## src/rtl/writeback_stage_pkg.sv

```systemverilog
// Shared widths for the writeback stage and its register file.
// W_OPR: operand/result width, W_RD: register index width, NREG: register count.
// W_CNT: width of the retired-instruction counter.
package writeback_stage_pkg;

    localparam int W_OPR = 32;
    localparam int W_RD  = 5;
    localparam int NREG  = 2 ** W_RD;
    localparam int W_CNT = 32;

endpackage

```

## src/rtl/regfile_2r1w.sv

```systemverilog
// Register file, NREG x W_OPR, two combinational read ports and one write port.
// Latency: reads 0 cycles (old contents during a same-index write), writes land on the rising edge.
// Backpressure: none; a write is taken whenever we is high.
// Ports: clk, reset (sync, active low, clears every entry), we/wa/wd write port,
//        ra0/rd0 and ra1/rd1 read ports.
module regfile_2r1w
    import writeback_stage_pkg::*;
(
    input  logic             clk,
    input  logic             reset,
    input  logic             we,
    input  logic [W_RD-1:0]  wa,
    input  logic [W_OPR-1:0] wd,
    input  logic [W_RD-1:0]  ra0,
    input  logic [W_RD-1:0]  ra1,
    output logic [W_OPR-1:0] rd0,
    output logic [W_OPR-1:0] rd1
);

    logic [W_OPR-1:0] mem [NREG];

    // Every entry is writable, including index 0.
    always_ff @(posedge clk) begin
        if (!reset) begin
            for (int i = 0; i < NREG; i++) begin
                mem[i] <= '0;
            end
        end else if (we) begin
            mem[wa] <= wd;
        end
    end

    assign rd0 = mem[ra0];
    assign rd1 = mem[ra1];

endmodule

```

## src/rtl/writeback_stage.sv

```systemverilog
// Writeback stage: commits execute results into the register file, counts retired instructions, drives forwarding.
// Latency: writes, counter and fwd_* update on the edge after commit; operand reads are combinational.
// Backpressure: stall_i blocks commit, so a held execute result commits exactly once when stall_i drops.
// Ports: clk, reset (sync, active low); v_i/stall_i/wb_i/wb_r_i/result_i from execute;
//        rd0/rd1 addr/data to decode; fwd_v_o/fwd_r_o/fwd_data_o last committed write; retired_o.
// Option: define WB_BYPASS_EN for write-through reads when a read index matches the write in flight.
module writeback_stage
    import writeback_stage_pkg::*;
(
    input  logic             clk,
    input  logic             reset,
    input  logic             v_i,
    input  logic             stall_i,
    input  logic             wb_i,
    input  logic [W_RD-1:0]  wb_r_i,
    input  logic [W_OPR-1:0] result_i,
    input  logic [W_RD-1:0]  rd0_addr_i,
    input  logic [W_RD-1:0]  rd1_addr_i,
    output logic [W_OPR-1:0] rd0_data_o,
    output logic [W_OPR-1:0] rd1_data_o,
    output logic             fwd_v_o,
    output logic [W_RD-1:0]  fwd_r_o,
    output logic [W_OPR-1:0] fwd_data_o,
    output logic [W_CNT-1:0] retired_o
);

    logic             commit;
    logic             wr_en;
    logic [W_OPR-1:0] arr_rd0;
    logic [W_OPR-1:0] arr_rd1;
    logic [W_CNT-1:0] retired_q;
    logic             fwd_v_q;
    logic [W_RD-1:0]  fwd_r_q;
    logic [W_OPR-1:0] fwd_data_q;

    // reset is folded in so nothing can commit while reset is held.
    assign commit = v_i & ~stall_i & reset;
    assign wr_en  = commit & wb_i;

    regfile_2r1w u_regfile (
        .clk   (clk),
        .reset (reset),
        .we    (wr_en),
        .wa    (wb_r_i),
        .wd    (result_i),
        .ra0   (rd0_addr_i),
        .ra1   (rd1_addr_i),
        .rd0   (arr_rd0),
        .rd1   (arr_rd1)
    );

    // Counts every commit, with or without a register write; wraps naturally.
    always_ff @(posedge clk) begin
        if (!reset) begin
            retired_q <= '0;
        end else if (commit) begin
            retired_q <= retired_q + 1'b1;
        end
    end

    // fwd_v pulses for one cycle per write; index/data hold until the next write.
    always_ff @(posedge clk) begin
        if (!reset) begin
            fwd_v_q    <= 1'b0;
            fwd_r_q    <= '0;
            fwd_data_q <= '0;
        end else begin
            fwd_v_q <= wr_en;
            if (wr_en) begin
                fwd_r_q    <= wb_r_i;
                fwd_data_q <= result_i;
            end
        end
    end

`ifdef WB_BYPASS_EN
    // Write-through: a read hitting the write in flight sees the new value now.
    assign rd0_data_o = (wr_en && (rd0_addr_i == wb_r_i)) ? result_i : arr_rd0;
    assign rd1_data_o = (wr_en && (rd1_addr_i == wb_r_i)) ? result_i : arr_rd1;
`else
    // Same-cycle hits return the old array value; decode covers that case with fwd_*.
    assign rd0_data_o = arr_rd0;
    assign rd1_data_o = arr_rd1;
`endif

    assign retired_o  = retired_q;
    assign fwd_v_o    = fwd_v_q;
    assign fwd_r_o    = fwd_r_q;
    assign fwd_data_o = fwd_data_q;

endmodule

```

## config.mk

```make
export PLATFORM = sky130hd
export DESIGN_NAME = writeback_stage
export DESIGN_NICKNAME = d
export VERILOG_FILES = /design/src/rtl/writeback_stage_pkg.sv /design/src/rtl/regfile_2r1w.sv /design/src/rtl/writeback_stage.sv
export SDC_FILE = /design/constraint.sdc
export NUM_CORES = 2
export LEC_CHECK = 0
export BUFFER_PORTS_ARGS = -buffer_cell sky130_fd_sc_hd__buf_2
export CORE_MARGIN = 8
export CORE_UTILIZATION = 53
export CTS_CLUSTER_DIAMETER = 50
export DETAILED_ROUTE_END_ITERATION = 7
export GPL_TIMING_DRIVEN = 1
export PLACE_DENSITY_LB_ADDON = 0.15
export SYNTH_ARGS = -nofsm -noshare
export SYNTH_HDL_FRONTEND = slang
export SYNTH_SLANG_ARGS = --single-unit
```

## constraint.sdc

```tcl
create_clock -name clk -period 3.9 [get_ports clk]
set_input_delay 0 -clock clk [delete_from_list [all_inputs] [get_ports clk]]
set_output_delay 0 -clock clk [all_outputs]
set_load 0.01 [all_outputs]
```

======== Yosys cells after proc, flatten, opt, wreduce, memory -nomap -nowiden ========
Memory sizes are Yosys's and may differ from the RTL's.
Cells that the tools add are included.
word-level totals
  register bits after elaboration ......... 70
  memories ................................ 1
  input bits .............................. 52
  memory bits (writable) .................. 1024
  logic and storage cells ................. 18
memory list
  memory         depth  width  rd ports  clocked after memory_dff  wr ports  line                text
  u_regfile.mem  32     32     2         0                         32        regfile_2r1w.sv:20  logic [W_OPR-1:0] mem [NREG];
cells by class
  multiplexer cells ....................... 7
  bitwise gates (word level) .............. 4
  $add $sub $neg .......................... 1
  reductions and logical operators ........ 1
operators with widths
  cell                     number
  $add A32 B1 Y32 const B  1
  $mux W32                 1
  $reduce_or A32 Y1        1
  $mux W1                  5
  $mux W5                  1
  $and A1 B1 Y1            3
  $not A1 Y1               1

======== Depth between registers and ports, before layout ========
  depth in word-level cells ............... 9
  depth in mapped cells ................... 11
  gate-level depth less buffers ........... 7

======== By module ========
From an unflattened synthesis, not the netlist that was laid out.
second synthesis, totals
  cells, all modules ...................... 4970
  area, all modules ....................... 58548.7 µm²
by module, submodules not included
  module           cells an instance  area an instance (µm²)  seq. area each (µm²)  instances
  regfile_2r1w     4646               55754.7                 30749.5               1
  writeback_stage  324                2793.9                  1401.3                1

======== Worst setup path before layout ========
No wires, ideal clock.
  path type ............................... input -> register
  start point ............................. input v_i
  end point ............................... memory u_regfile.mem[28][0] (enable)
  setup slack ............................. 131 ps
  data arrival time ....................... 3303 ps
  path buffers ............................ 3
  data required time ...................... 3434 ps
  stages on the path ...................... 7
  setup time .............................. 466 ps
  cells stage by stage .................... nor2b_1 buf_4 nand3_2 or3_1 buf_4 buf_6 o21ai_0
RTL lines
  what                line                   text
  start: declaration  writeback_stage.sv:12  input logic v_i,
  end: declaration    regfile_2r1w.sv:20

==> flow_summary.toml <==
[critical_path]
worstPathRequired_ns = 4.31
critPathSlowestCell = "o21ai_4"
critical_path_class = "input port to flop"
cp.arrival_ns = 3.41
path_delay_family = "buffers and inverters"
worstPathCellList = "dlygate4sd3_1 -> buf_2 -> nor2b_1 -> nand3_2 -> inv_2 -> nand2_1 -> or2_2 -> o21ai_4 -> buf_4"
endpoint_kind = "flop"
critical_path_buf_inv_count = 4
slowest_delay_ns = 0.71
start_kind = "input port"
worstPathMaxFanout = 17

[power]
p_clk_frac = 0.434
p_leak_nw = 26.52
seq_power_share = 0.457
switching_share = 0.2548
ir_drop_mv = 0.3783
combPwrFrac = 0.109
p_sw_w = 0.007651
power_density_nw_per_um2 = 447.4
internal-power_w = 0.02238

[final_layout]
nFillCells = 8779
stdcell_count = 6683
nNetsFinal = 5131
regArea_um2 = 32150
stdcell_area_um2 = 67120
layout_commonest_cell = "and2_1"
syn_to_final_growth_pct = 14.36
final_cell_mix = "1027 x and2_1, 1025 x mux2i_1, 1024 x edfxtp_1"
multi_input_area_um2 = 24970
drive_gt1_frac = 0.1276

[place]
post_dp_cell_area_um2 = 61790
dp.final_hpwl_um = 126600
io_buffers = 185
placed_cells = 6356
gp_congestion = 0.8778

[timing]
max_freq_ghz = 0.3335
setup_violations = 0
final-max-slew-violation-count = 0
fin_crit_sh = 0.7688
min_period_ns = 2.998
fin_setup_tns_ns = 0
finalHoldViolations = 0
tightest_slew_ns = 1.311
skew_ns = 0.008912
rsz0062_at_grt = "no"
slew_headroom = 0.1242

[clock_network]
cts.sinks = 1094
cts_max_level = 4
root_buffer = "clkbuf_16"
cts_tree = "built"
cts.clk_slew.worst_paths_ns = 0.05
clock_path_buffers = 3
clk_latency_ns = 0.74
ctsResizeCount = 0
cts_made_buffers = 140

[logic_synthesis]
synth_fp_nets = 5032
synth_warnings = 0
netlist.area_leader.share = 0.5239
ys_types = 43
synth_area_per_cell_um2 = 11.79
synth-seq-cells = 1094
synthTopCellsByArea = "edfxtp_1 52%, mux2i_1 17%, and2_1 11%, a22oi_1 2.5%, dfxtp_1 2.4%"
synth_area_um2 = 58690
synth_edf_count = 1024
synth_top_area_cell = "edfxtp_1"
synthArstFlopShare = 0
synthFlopType = "edfxtp_1"
ys_seq_area_frac = 0.5478
synthCells = 4979

[die]
start_util = 0.5325
die_h_um = 348.8
pin_count = 186
rows = 122
dieArea_um2 = 121600
core_area_um2 = 110200
dieWidth_um = 348.8

[route]
drt-total-wl_um = 202100
avgViaCountPerCell = 6.385
first_iter_violations = 5532
wire_per_inst_um = 30.25
drc = 0
dr.pass1.iters = 6
vias = 42670
ant_nets = 0

[worst_hold_path]
min_path_type = "input port to flop"

[run]
max_cap_violations = 0

[outcome]
status = "complete, no violations"

[global_route]
grt_max_degree = 77
grt_usage = 0.3222
overflow = 0
grt_pass1_wl_um = 289100
antenna_found_initial = 16
grt_pass1_vias = 42020
worst reg2reg max path, stage by stage (launching register included):
cell and delay, ns:
dfxtp_1 0.41, ha_1 0.17, nand3b_1 0.07, dlygate4sd3_1 0.65, nor3_1 0.65, nand3_1 0.29, o211ai_1 0.24, o31ai_1 0.09
per-stage QoR:
stage	utilization	hold WS, ns	power [W]	setup WS, ns
global placement	0.5606	0.3652	0.01705	0.7793
finish	0.6090	0.3818	0.03003	0.9016
detailed placement	0.5606	0.3774	0.01712	0.7629
CTS	0.6089	0.3419	0.03002	0.9945
global route	0.6089	0.4326	0.03075	0.8155
floorplan	-	0.1360	0.01576	0.1308
Yosys cell counts, types with 8 or more instances:
library cell and instances:
nor2_1 41, buf_6 9, edfxtp_1 1024, and4_1 8, nand3_1 201, a22o_1 128
xor2_1 16, nand4_1 18, or3_1 8, buf_1 22, nor2_2 10, a22oi_1 192
o21ai_0 73, nand2_1 276, clkbuf_2 27, buf_4 10, a31oi_1 64, and2_1 1029
nor3_1 66, buf_2 126, dfxtp_1 70, a21oi_1 200, clkbuf_1 284, mux2i_1 1025
state kept, by name, summed over array words and instances (netlist names):
register,flops
fwd_data_o,32
fwd_r_o,5
fwd_v_o,1
retired_o,32
u_regfile.mem,1024
area by class of cell:
type | instances | area share
flip-flops and latches | 1094 | 0.4790
multi-input cells | 3403 | 0.3720
clock buffers | 183 | 0.05852
repair buffers | 435 | 0.05171
well taps | 1488 | 0.02774
clock inverters | 71 | 0.01061
inverters | 4 | 0.0002237
diodes | 5 | 0.0001864
cell families after synthesis:
logic type	count (synthesis)	synth area share
compound gates	667	0.07517
xor+xnor	20	0.002984
fa+ha+maj	1	0.0002132
buf+inv	482	0.03588
flops	1094	0.5478
mux	1025	0.1748
simple gates	1690	0.1631
per-layer routing:
metal	routed length, um	vias to the layer above	track usage
li1	-	18390	-
met1	81300	21220	0.4435
met2	89580	2570	0.4948
met3	21300	494	0.06267
met4	9947	2	0.1455
met5	13	-	0
path summary, 6_finish.rpt:
kind / from / endpoint / slack [ns] / cells after the start
min reg2reg: fwd_data_o[26]$_SDFFE_PN0P_ / fwd_data_o[26]$_SDFFE_PN0P_ / 0.45 / 2
max: stall_i / u_regfile.mem[10][10]$_SDFFCE_PN0P_ / 0.90 / 9
min: result_i[27] / fwd_data_o[27]$_SDFFE_PN0P_ / 0.38 / 4
max reg2reg: retired_o[0]$_SDFFE_PN0P_ / retired_o[16]$_SDFFE_PN0P_ / 1.22 / 7
power groups by stage:
stage	sequential, W	clock (W)	combinational [W]
finish	0.0137	0.0130	0.00329
global route	0.0138	0.0135	0.00343
CTS	0.0137	0.0131	0.00323
detailed placement	0.0139	0	0.00317
global placement	0.0139	0	0.00314
floorplan	0.0139	0	0.00187
timing repair:
action	in CTS	in global routing
hold buffers	68	0
endpoints found under the hold margin	766	0
setup buffers	0	0
(Power assumes the default switching activity.)
